==> src/rtl/query_patch_pkg.sv <==
// Shared types and constants for the query patch read path.
// Patch width, address width and the reader FSM encoding.
package query_patch_pkg;

  localparam int DATA_WIDTH  = 11;
  localparam int PATCH_SIZE  = 5;
  localparam int PATCH_W     = DATA_WIDTH * PATCH_SIZE;
  localparam int QADDR_WIDTH = 9;

  typedef logic [PATCH_W-1:0]     patch_t;
  typedef logic [QADDR_WIDTH-1:0] qaddr_t;

  typedef enum logic [1:0] {
    IDLE = 2'd0,
    RUN  = 2'd1,
    DONE = 2'd2
  } qpr_state_t;

endpackage

==> src/rtl/patch_fifo.sv <==
// Three-entry synchronous FIFO for {addr, patch} words.
// Head word is always visible on rdata; reset clears storage.
module patch_fifo #(
  parameter int W = 64
) (
  input  logic         clk,
  input  logic         rst,
  input  logic         push,
  input  logic         pop,
  input  logic [W-1:0] wdata,
  output logic [W-1:0] rdata,
  output logic [1:0]   occ,
  output logic         full,
  output logic         empty
);

  logic [W-1:0] mem_q [3];
  logic [1:0]   wp_q, wp_d;
  logic [1:0]   rp_q, rp_d;
  logic [1:0]   occ_q, occ_d;
  logic         do_push, do_pop;

  function automatic logic [1:0] nxt(input logic [1:0] p);
    return (p == 2'd2) ? 2'd0 : p + 2'd1;
  endfunction

  assign full    = (occ_q == 2'd3);
  assign empty   = (occ_q == 2'd0);
  assign occ     = occ_q;
  assign rdata   = mem_q[rp_q];
  assign do_push = push && !full;
  assign do_pop  = pop && !empty;

  always_comb begin
    wp_d  = do_push ? nxt(wp_q) : wp_q;
    rp_d  = do_pop ? nxt(rp_q) : rp_q;
    occ_d = occ_q;
    unique case (1'b1)
      do_push && !do_pop: occ_d = occ_q + 2'd1;
      do_pop && !do_push: occ_d = occ_q - 2'd1;
      default:            occ_d = occ_q;
    endcase
  end

  always_ff @(posedge clk) begin
    if (rst) begin
      wp_q  <= '0;
      rp_q  <= '0;
      occ_q <= '0;
      for (int i = 0; i < 3; i++) mem_q[i] <= '0;
    end else begin
      wp_q  <= wp_d;
      rp_q  <= rp_d;
      occ_q <= occ_d;
      if (do_push) mem_q[wp_q] <= wdata;
    end
  end

endmodule

==> src/rtl/query_patch_reader.sv <==
// Read sequencer for the query patch memory: issues port-1 reads,
// buffers the one-cycle SRAM latency and streams patches in order.
module query_patch_reader
  import query_patch_pkg::*;
#(
  parameter int DATA_WIDTH = 11,
  parameter int PATCH_SIZE = 5,
  parameter int ADDR_WIDTH = 9
) (
  input  logic                             clk,
  input  logic                             rst,
  input  logic                             start,
  input  logic [ADDR_WIDTH-1:0]            base_addr,
  input  logic [ADDR_WIDTH:0]              count,
  output logic                             busy,
  output logic                             done,
  output logic                             csb1,
  output logic [ADDR_WIDTH-1:0]            addr1,
  input  logic [DATA_WIDTH*PATCH_SIZE-1:0] rpatch1,
  output logic                             out_valid,
  input  logic                             out_ready,
  output logic [DATA_WIDTH*PATCH_SIZE-1:0] out_patch,
  output logic [ADDR_WIDTH-1:0]            out_addr
);

  localparam int PW = DATA_WIDTH * PATCH_SIZE;
  localparam int CW = ADDR_WIDTH + 1;

  qpr_state_t            state_q, state_d;
  logic [ADDR_WIDTH-1:0] rd_addr_q, rd_addr_d;
  logic [ADDR_WIDTH-1:0] addr1_q;
  logic [ADDR_WIDTH-1:0] inaddr_q;
  logic [CW-1:0]         cnt_q, cnt_d;
  logic [CW-1:0]         issued_q, issued_d;
  logic [CW-1:0]         popped_q, popped_d;
  logic                  inflight_q;
  logic                  issue, pop;
  logic [1:0]            occ;
  logic                  full, empty;
  logic [ADDR_WIDTH+PW-1:0] fifo_rdata;

  // Issue decision uses only registered state, never out_ready.
  assign issue = (state_q == RUN)
              && (issued_q < cnt_q)
              && !full
              && (({1'b0, occ} + {2'b00, inflight_q}) < 3'd3);

  assign pop       = out_valid && out_ready;
  assign out_valid = !empty;
  assign busy      = (state_q != IDLE);
  assign done      = (state_q == DONE);
  assign csb1      = !issue;
  assign addr1     = issue ? rd_addr_q : addr1_q;

  assign {out_addr, out_patch} = fifo_rdata;

  patch_fifo #(
    .W(ADDR_WIDTH + PW)
  ) u_fifo (
    .clk  (clk),
    .rst  (rst),
    .push (inflight_q),
    .pop  (pop),
    .wdata({inaddr_q, rpatch1}),
    .rdata(fifo_rdata),
    .occ  (occ),
    .full (full),
    .empty(empty)
  );

  always_comb begin
    state_d   = state_q;
    rd_addr_d = rd_addr_q;
    cnt_d     = cnt_q;
    issued_d  = issued_q;
    popped_d  = popped_q;
    unique case (state_q)
      IDLE: begin
        if (start) begin
          cnt_d     = count;
          rd_addr_d = base_addr;
          issued_d  = '0;
          popped_d  = '0;
          state_d   = (count == '0) ? DONE : RUN;
        end
      end
      RUN: begin
        if (issue) begin
          rd_addr_d = rd_addr_q + 1'b1;
          issued_d  = issued_q + CW'(1);
        end
        if (pop) begin
          popped_d = popped_q + CW'(1);
          if (popped_q + CW'(1) == cnt_q) state_d = DONE;
        end
      end
      DONE:    state_d = IDLE;
      default: state_d = IDLE;
    endcase
  end

  always_ff @(posedge clk) begin
    if (rst) begin
      state_q    <= IDLE;
      rd_addr_q  <= '0;
      addr1_q    <= '0;
      inaddr_q   <= '0;
      cnt_q      <= '0;
      issued_q   <= '0;
      popped_q   <= '0;
      inflight_q <= 1'b0;
    end else begin
      state_q    <= state_d;
      rd_addr_q  <= rd_addr_d;
      addr1_q    <= addr1;
      cnt_q      <= cnt_d;
      issued_q   <= issued_d;
      popped_q   <= popped_d;
      inflight_q <= issue;
      if (issue) inaddr_q <= rd_addr_q;
    end
  end

endmodule

==> config.mk <==
export PLATFORM = sky130hd
export DESIGN_NAME = query_patch_reader
export DESIGN_NICKNAME = d
export VERILOG_FILES = /design/src/rtl/query_patch_pkg.sv /design/src/rtl/patch_fifo.sv /design/src/rtl/query_patch_reader.sv
export SDC_FILE = /design/constraint.sdc
export NUM_CORES = 1
export LEC_CHECK = 0
export ABC_AREA = 1
export BUFFER_PORTS_ARGS = -buffer_cell sky130_fd_sc_hd__buf_2
export CAP_MARGIN = 20
export CORE_AREA = 2 2 191 193
export CTS_CLUSTER_DIAMETER = 30
export DETAILED_ROUTE_END_ITERATION = 7
export DIE_AREA = 0 0 193 195
export MAX_ROUTING_LAYER = met4
export PLACE_DENSITY = 0.61
export SYNTH_ARGS = -nofsm -noshare
export SYNTH_HDL_FRONTEND = slang
export SYNTH_SLANG_ARGS = --single-unit
export TNS_END_PERCENT = 5
==> constraint.sdc <==
create_clock -name clk -period 13.9 [get_ports clk]
set_input_delay 1.39 -clock clk [delete_from_list [all_inputs] [get_ports clk]]
set_output_delay 1.39 -clock clk [all_outputs]
set_load 0.01 [all_outputs]
==> metrics.cfg, run 1 <==
[status]
status = completed

[floorplanning]
die_x_um = 193
initial_core_util_pct = 39.6
die_h_um = 195
rows = 69
die_area_sq_um = 37600
ioPinCount = 155
core_region_area_sq_um = 35400

[finish]
layout-drive-gt1-share_pct = 19.1
mostFrequentLayoutCell = nor2_1
fin_cells = 2072
layout_common_cells = nor2_1, edfxtp_1, buf_2, o21ai_0, nand2_1
multi_input_area_sq_um = 4280
fillers = 3227
syn_to_final_growth_pct = 25.8
final_area_sq_um = 17600
register_area_sq_um = 9050
utilization_pct = 49.9
n_antenna_cell = 0
nNetsFinal = 1647

[critical_path]
startpoint_type = flip-flop
r2r_cells = 5
arrival_ns = 2.95
cp-end-kind = output port
crit_type = reg2out
required_ns = 12.51
r2r_start = u_fifo.occ[0]
worstReg2RegEnd = u_fifo.mem_q[0][25]
worstPathMaxFanout = 96
regToRegSetupSlack_ns = 10.48

[clock_network]
root_buffer = clkbuf_16
insertion_delay_ns = 0.58
cts_max_level = 3
path_clk_slew_ns = 0.04
cts.sinks = 324
cts_inserted_buffers = 72
post-cts-setup-buffers = 0
ctsHoldBuffers = 0
cts_tree = built
cts_resized = 0
clk_path_buf_depth = 3

[timing]
grt_setup_unrepaired = no
final-max-slew-violation-count = 0
min_period_ns = 4.34
finalHoldViolations = 0
worst_pin_slew_ns = 1.03
fin_skew_ns = 0.0328
period_share_pct = 31.2
finalSetupTns_ns = 0
fmax_ghz = 0.231
finalSetupViolations = 0
relSlewSlack_pct = 31.2

[global_routing]
antenna_found_initial = 0
grt_use_total_pct = 18.7
grt_max_degree = 97
grt_pass1_vias = 10533
grt_pass1_wl_um = 53700
grt_overflow = 0

[routing]
wire_per_inst_um = 16.6
antenna_left = 0
route.detailed.drc = 0
drt-pass1-iter-count = 5
vias = 10533
vias_per_cell = 5.08
wirelength_um = 34500
drt_iter0_markers = 763

[yosys]
synth.avg_cell_area_sq_um = 10.0
syn-cell-area_sq_um = 14000
synth_nets = 1495
synth_edf_count = 256
yosys_warnings = 0
synth_ff_type = edfxtp_1
seq_area_frac_synth_pct = 64.5
async_flop_share_pct = 0
postSynthCellCount = 1402
synth-seq-cells = 324
yosysUniqueCellTypes = 44

[pwr]
power.total_mw = 3.21
vdd_drop_max_mv = 0.103
power_density_nw_per_um2 = 182
p_leak_nw = 7.12

[hold_path]
hp-start = inaddr_q[7]
min_path_cells = 0
min_delay_worst_endpoint = u_fifo.mem_q[3][62]
min_path_type = reg2reg

[placed_design]
post-place-cells = 1940
dp_hpwl_um = 19200
dpl-instance-area_sq_um = 15100
place_congestion = 0.779
io_buffers = 154

[job]
cap_viol_max_count = 0

[power by group]
part | total (mW) | leakage (nW) | internal [mW] | switching, mW
Combinational | 0.366 | 2.81 | 0.119 | 0.247
Clock | 1.73 | 1.20 | 1.20 | 0.531
Sequential | 1.12 | 3.12 | 1.09 | 0.0266
Total | 3.21 | 7.12 | 2.41 | 0.805
[stage by stage]
stage | setup WS [ns] | hold WS, ns
after floorplan | 5.50 | 0.430
after global placement | 9.22 | 0.442
after detailed placement | 9.13 | 0.444
after CTS | 9.52 | 0.456
after global routing | 9.39 | 0.485
final | 9.56 | 0.452
[state kept, by name (all words and copies together), names as in the netlist, named ones only]
signal        flops
addr1_q           9
inaddr_q          9
issued_q         10
cnt_q            10
u_fifo.rp_q       2
u_fifo.wp_q       2
u_fifo.mem_q    256
inflight_q        1
rd_addr_q         9
u_fifo.occ        2
state_q           2
popped_q         10
[cell families (layout without fill, tap and decap cells)]
group	count (synthesis)	after routing	synth area share, %
AOI/OAI and AO/OA	284	284	11.0
xor gates and xnor gates	13	13	0.963
adders and majority gates	15	15	1.34
buffers and inverters	192	401	5.48
DFF	324	324	64.5
muxes	1	1	0.0713
and+or+nand+nor	573	573	16.6
[cells in the mapped netlist (2+ instances only)]
cell type	instances	area share (%)
a21oi_1	60	2.1
a22o_1	2	0.12
a31oi_1	2	0.089
buf_1	2	0.054
buf_2	26	0.93
buf_6	2	0.16
clkbuf_1	52	1.4
dfxtp_1	68	9.7
edfxtp_1	256	55
ha_1	15	1.3
inv_1	102	2.7
inv_2	7	0.19
nand2_1	130	3.5
nand2_2	4	0.18
nand2_4	2	0.16
nand3_1	46	1.6
nand3_2	3	0.21
nand3b_1	2	0.11
nand4_1	10	0.45
nor2_1	362	9.7
nor2_2	3	0.13
nor2_4	2	0.16
nor3_1	3	0.11
nor4_1	2	0.089
o21ai_0	148	5.3
o22ai_1	64	2.9
xnor2_1	3	0.19
xor2_1	8	0.50
[worst max path at each step]
| stage | startpoint | end | depth (start not counted) |
|---|---|---|---|
| after floorplan | rst | u_fifo.mem_q[3][0] | 2 |
| after global placement | rst | u_fifo.mem_q[0][39] | 5 |
| after detailed placement | rst | u_fifo.mem_q[0][37] | 5 |
| after CTS | flip-flop | out_addr[8] | 5 |
| after global routing | flip-flop | out_addr[8] | 5 |
| final | flip-flop | out_addr[8] | 5 |
[cell type report]
type | count | share of cell area [%]
inverters | 110 | 2.35
clock buffers | 91 | 10.8
repair buffers | 160 | 4.69
clock inverters | 40 | 3.28
flip-flops and latches | 324 | 51.3
well taps | 461 | 3.27
multi-input cells | 886 | 24.3
[worst max-delay path, cell delays in order, from the launching register on]
cell	delay (ns)
dfxtp_4	0.49
inv_4	0.33
buf_4	0.82
o21ai_0	0.16
o22ai_1	0.35
buf_2	0.21
[per-layer routing]
layer	GRT usage (%)	routed length [um]	vias to the layer above
li1	-	-	5120
met1	23.4	14900	5038
met2	30.1	16400	315
met3	4.73	2540	60
met4	5.33	626	0
met5	-	0	-
(Power assumes the default switching activity.)
==> run 2: changes to the inputs <==
- ABC_AREA: 1 -> 0
- PLACE_DENSITY: 0.61 -> 0.62
- clock period: 13.9 -> 4.2 ns (I/O delays scaled with it)
==> metrics.cfg, run 2 <==
[clock_network]
cts_inserted_buffers = 76  ; was 72
cts_resized = 0  ; unchanged
insertion_delay_ns = 0.57  ; was 0.58 ns
cts_max_level = 3  ; unchanged
cts.sinks = 324  ; unchanged
post-cts-setup-buffers = 0  ; unchanged
clk_path_buf_depth = 3  ; unchanged
cts_tree = built  ; unchanged
root_buffer = clkbuf_16  ; unchanged
path_clk_slew_ns = 0.05  ; was 0.04 ns
ctsHoldBuffers = 0  ; unchanged

[finish]
layout-drive-gt1-share_pct = 30.7  ; was 19.1%
layout_common_cells = edfxtp_1, and2_1, buf_2, clkbuf_16, dfxtp_1  ; was nor2_1, edfxtp_1, buf_2, o21ai_0, nand2_1
fillers = 3087  ; was 3227
regMostFlops = u_fifo.mem_q  ; unchanged
mostFrequentLayoutCell = edfxtp_1  ; was nor2_1
nNetsFinal = 1269  ; was 1647
largest_reg_flops = 256  ; unchanged
syn_to_final_growth_pct = 27.4  ; was 25.8%
utilization_pct = 50.5  ; was 49.9%

[yosys]
synth_common_cells = edfxtp_1, and2_1, dfxtp_1, mux4_2, nand2_1  ; was nor2_1, edfxtp_1, o21ai_0, nand2_1, inv_1
synth.avg_cell_area_sq_um = 14.2  ; was 10.0 sq um
synth_edf_count = 256  ; unchanged
synth.area.top_cells = edfxtp_1, mux4_2, dfxtp_1  ; was edfxtp_1, dfxtp_1, nor2_1
synth-seq-cells = 324  ; unchanged
async_flop_share_pct = 0  ; unchanged
seq_area_frac_synth_pct = 64.5  ; about the same
postSynthCellCount = 986  ; was 1402
yosys_warnings = 0  ; unchanged
synth_top_area_share_pct = 54.8  ; about the same
syn-cell-area_sq_um = 14000  ; about the same
yosysMostFrequentCell = edfxtp_1  ; was nor2_1
yosysUniqueCellTypes = 53  ; was 44
synth_ff_type = edfxtp_1  ; unchanged
synth_nets = 1079  ; was 1495
yosysTopAreaCell = edfxtp_1  ; unchanged

[floorplanning]
rows = 69  ; unchanged
die_x_um = 193  ; unchanged
die_area_sq_um = 37600  ; unchanged
core_region_area_sq_um = 35400  ; unchanged
ioPinCount = 155  ; unchanged
die_h_um = 195  ; unchanged
initial_core_util_pct = 39.7  ; was 39.6%

[routing]
route.detailed.drc = 0  ; unchanged
highest_layer = met4  ; unchanged
wl_met2_um = 15500  ; was 16400 um
drt_iter0_markers = 572  ; was 763
drt-met1-wl_um = 13800  ; was 14900 um
wirelength_um = 31800  ; was 34500 um
antenna_left = 0  ; unchanged
vias_per_cell = 5.03  ; was 5.08
dr_wl_met3_um = 2060  ; was 2540 um
drt-pass1-iter-count = 4  ; was 5
vias = 8561  ; was 10533
wire_per_inst_um = 18.7  ; was 16.6 um

[pwr]
p_sw_share_pct = 23.0  ; was 25.0%
seqPwrFrac_pct = 35.9  ; was 34.8%
clkPwrFrac_pct = 55.8  ; was 53.8%
power.total_mw = 10.3  ; was 3.21 mW
p_leak_nw = 6.74  ; was 7.12 nW
vdd_drop_max_mv = 0.334  ; was 0.103 mV
p_int_mw = 7.91  ; was 2.41 mW
p_sw_mw = 2.37  ; was 0.805 mW
power_frac_comb_pct = 8.2  ; was 11.4%
power_density_nw_per_um2 = 574  ; was 182 nW/um^2

[timing]
period_share_pct = 81.3
relSlewSlack_pct = 29.5  ; was 31.2%
min_period_ns = 3.41
grt_setup_unrepaired = no  ; unchanged
finalHoldViolations = 0  ; unchanged
fin_skew_ns = 0.0189  ; was 0.0328 ns
final-max-slew-violation-count = 0  ; unchanged
finalSetupTns_ns = 0  ; unchanged
fmax_ghz = 0.293
worst_pin_slew_ns = 1.06  ; was 1.03 ns
finalSetupViolations = 0  ; unchanged

[job]
cap_viol_max_count = 0  ; unchanged

[critical_path]
cp-end-kind = output port  ; unchanged
arrival_ns = 2.99  ; was 2.95 ns
startpoint_type = flip-flop  ; unchanged
regToRegSetupSlack_ns = 1.59  ; was 10.48 ns
crit_type = reg2out  ; unchanged
required_ns = 3.78  ; was 12.51 ns
worstPathMaxFanout = 11  ; was 96

[placed_design]
place_congestion = 0.844  ; was 0.779
dp_hpwl_um = 18000  ; was 19200 um
io_buffers = 154  ; unchanged

[global_routing]
grt_pass1_wl_um = 49600  ; was 53700 um
grt_max_degree = 70  ; was 97
grt_overflow = 0  ; unchanged
grt_pass1_vias = 8995  ; was 10533
antenna_found_initial = 3  ; was 0
grt_use_total_pct = 17.8  ; was 18.7%

[status]
status = completed  ; unchanged

[hold_path]
min_path_type = in2reg  ; was reg2reg

-- run 2: changes by cell type in the layout (fill, tap and decap cells not counted), sizes merged, moves of 34 or more --
| cell | delta |
|---|---|
| nand2 | -78 |
| mux4 | +64 |
| and2 | +191 |
| inv | -97 |
| o21ai | -133 |
| nor2 | -324 |
| nand3 | -34 |
| o22ai | -64 |
-- run 2: final timing paths --
| kind | start | to | cells after the start |
|---|---|---|---|
| min reg2reg | cnt_q[5] | cnt_q[5] | 2 |
| min | rpatch1[15] | u_fifo.mem_q[3][15] | 1 |
| max | u_fifo.occ[0] | addr1[0] | 7 |
| max reg2reg | u_fifo.occ[0] | issued_q[8] | 8 |
-- run 2: metal layers --
layer	vias to the layer above	track usage (%)
li1	4062	-
met1	4246	22.3
met2	220	28.2
met3	33	4.58
met4	0	5.53
met5	-	-
-- run 2: area by class of cell --
class,count,area (sq um),area share (%)
multi-input combinational,591,4750,26.6
timing repair buffer,169,896,5.01
inverter,14,52.6,0.294
clock buffer,88,2010,11.2
antenna,3,7.51,0.0420
tap,461,577,3.23
clock inverter,53,533,2.98
sequential,324,9060,50.7
-- run 2: cells by family after synthesis --
family / share of synthesized area, %
AND/OR/NAND/NOR: 15.1
flip-flops: 64.5
AO/OA/AOI/OAI: 4.06
multiplexers: 11.8
buffers and inverters: 1.99
XOR/XNOR: 1.19
adder cells (fa/ha/maj): 1.34
-- run 2: metrics by stage --
stage	worst slack [ns]	area (sq um)	hold WS [ns]	instances
after floorplan	1.43	14000	0.436	986
after global placement	1.41	15300	0.447	1559
after detailed placement	1.37	15300	0.459	1559
after CTS	0.746	17900	0.0310	1700
after global routing	0.626	17900	0.0418	1703
final	0.786	17900	0.0645	1703
-- run 2: worst max-delay path: stages, from the launching register on --
cell and delay, ns:
dfxtp_1 0.35, ha_1 0.21, ha_1 0.17, a211oi_1 0.37, nand4_4 0.16, a221oi_4 0.60
mux2_2 0.42, buf_2 0.14
-- run 2: power groups by stage --
stage	sequential, mW	combinational (mW)	clock (mW)
2_1_floorplan	3.69	0.584	0
3_3_place_gp	3.74	0.859	0
3_5_place_dp	3.75	0.864	0
4_1_cts	3.69	0.869	5.83
5_1_grt	3.71	0.936	6.00
6_report	3.69	0.847	5.73
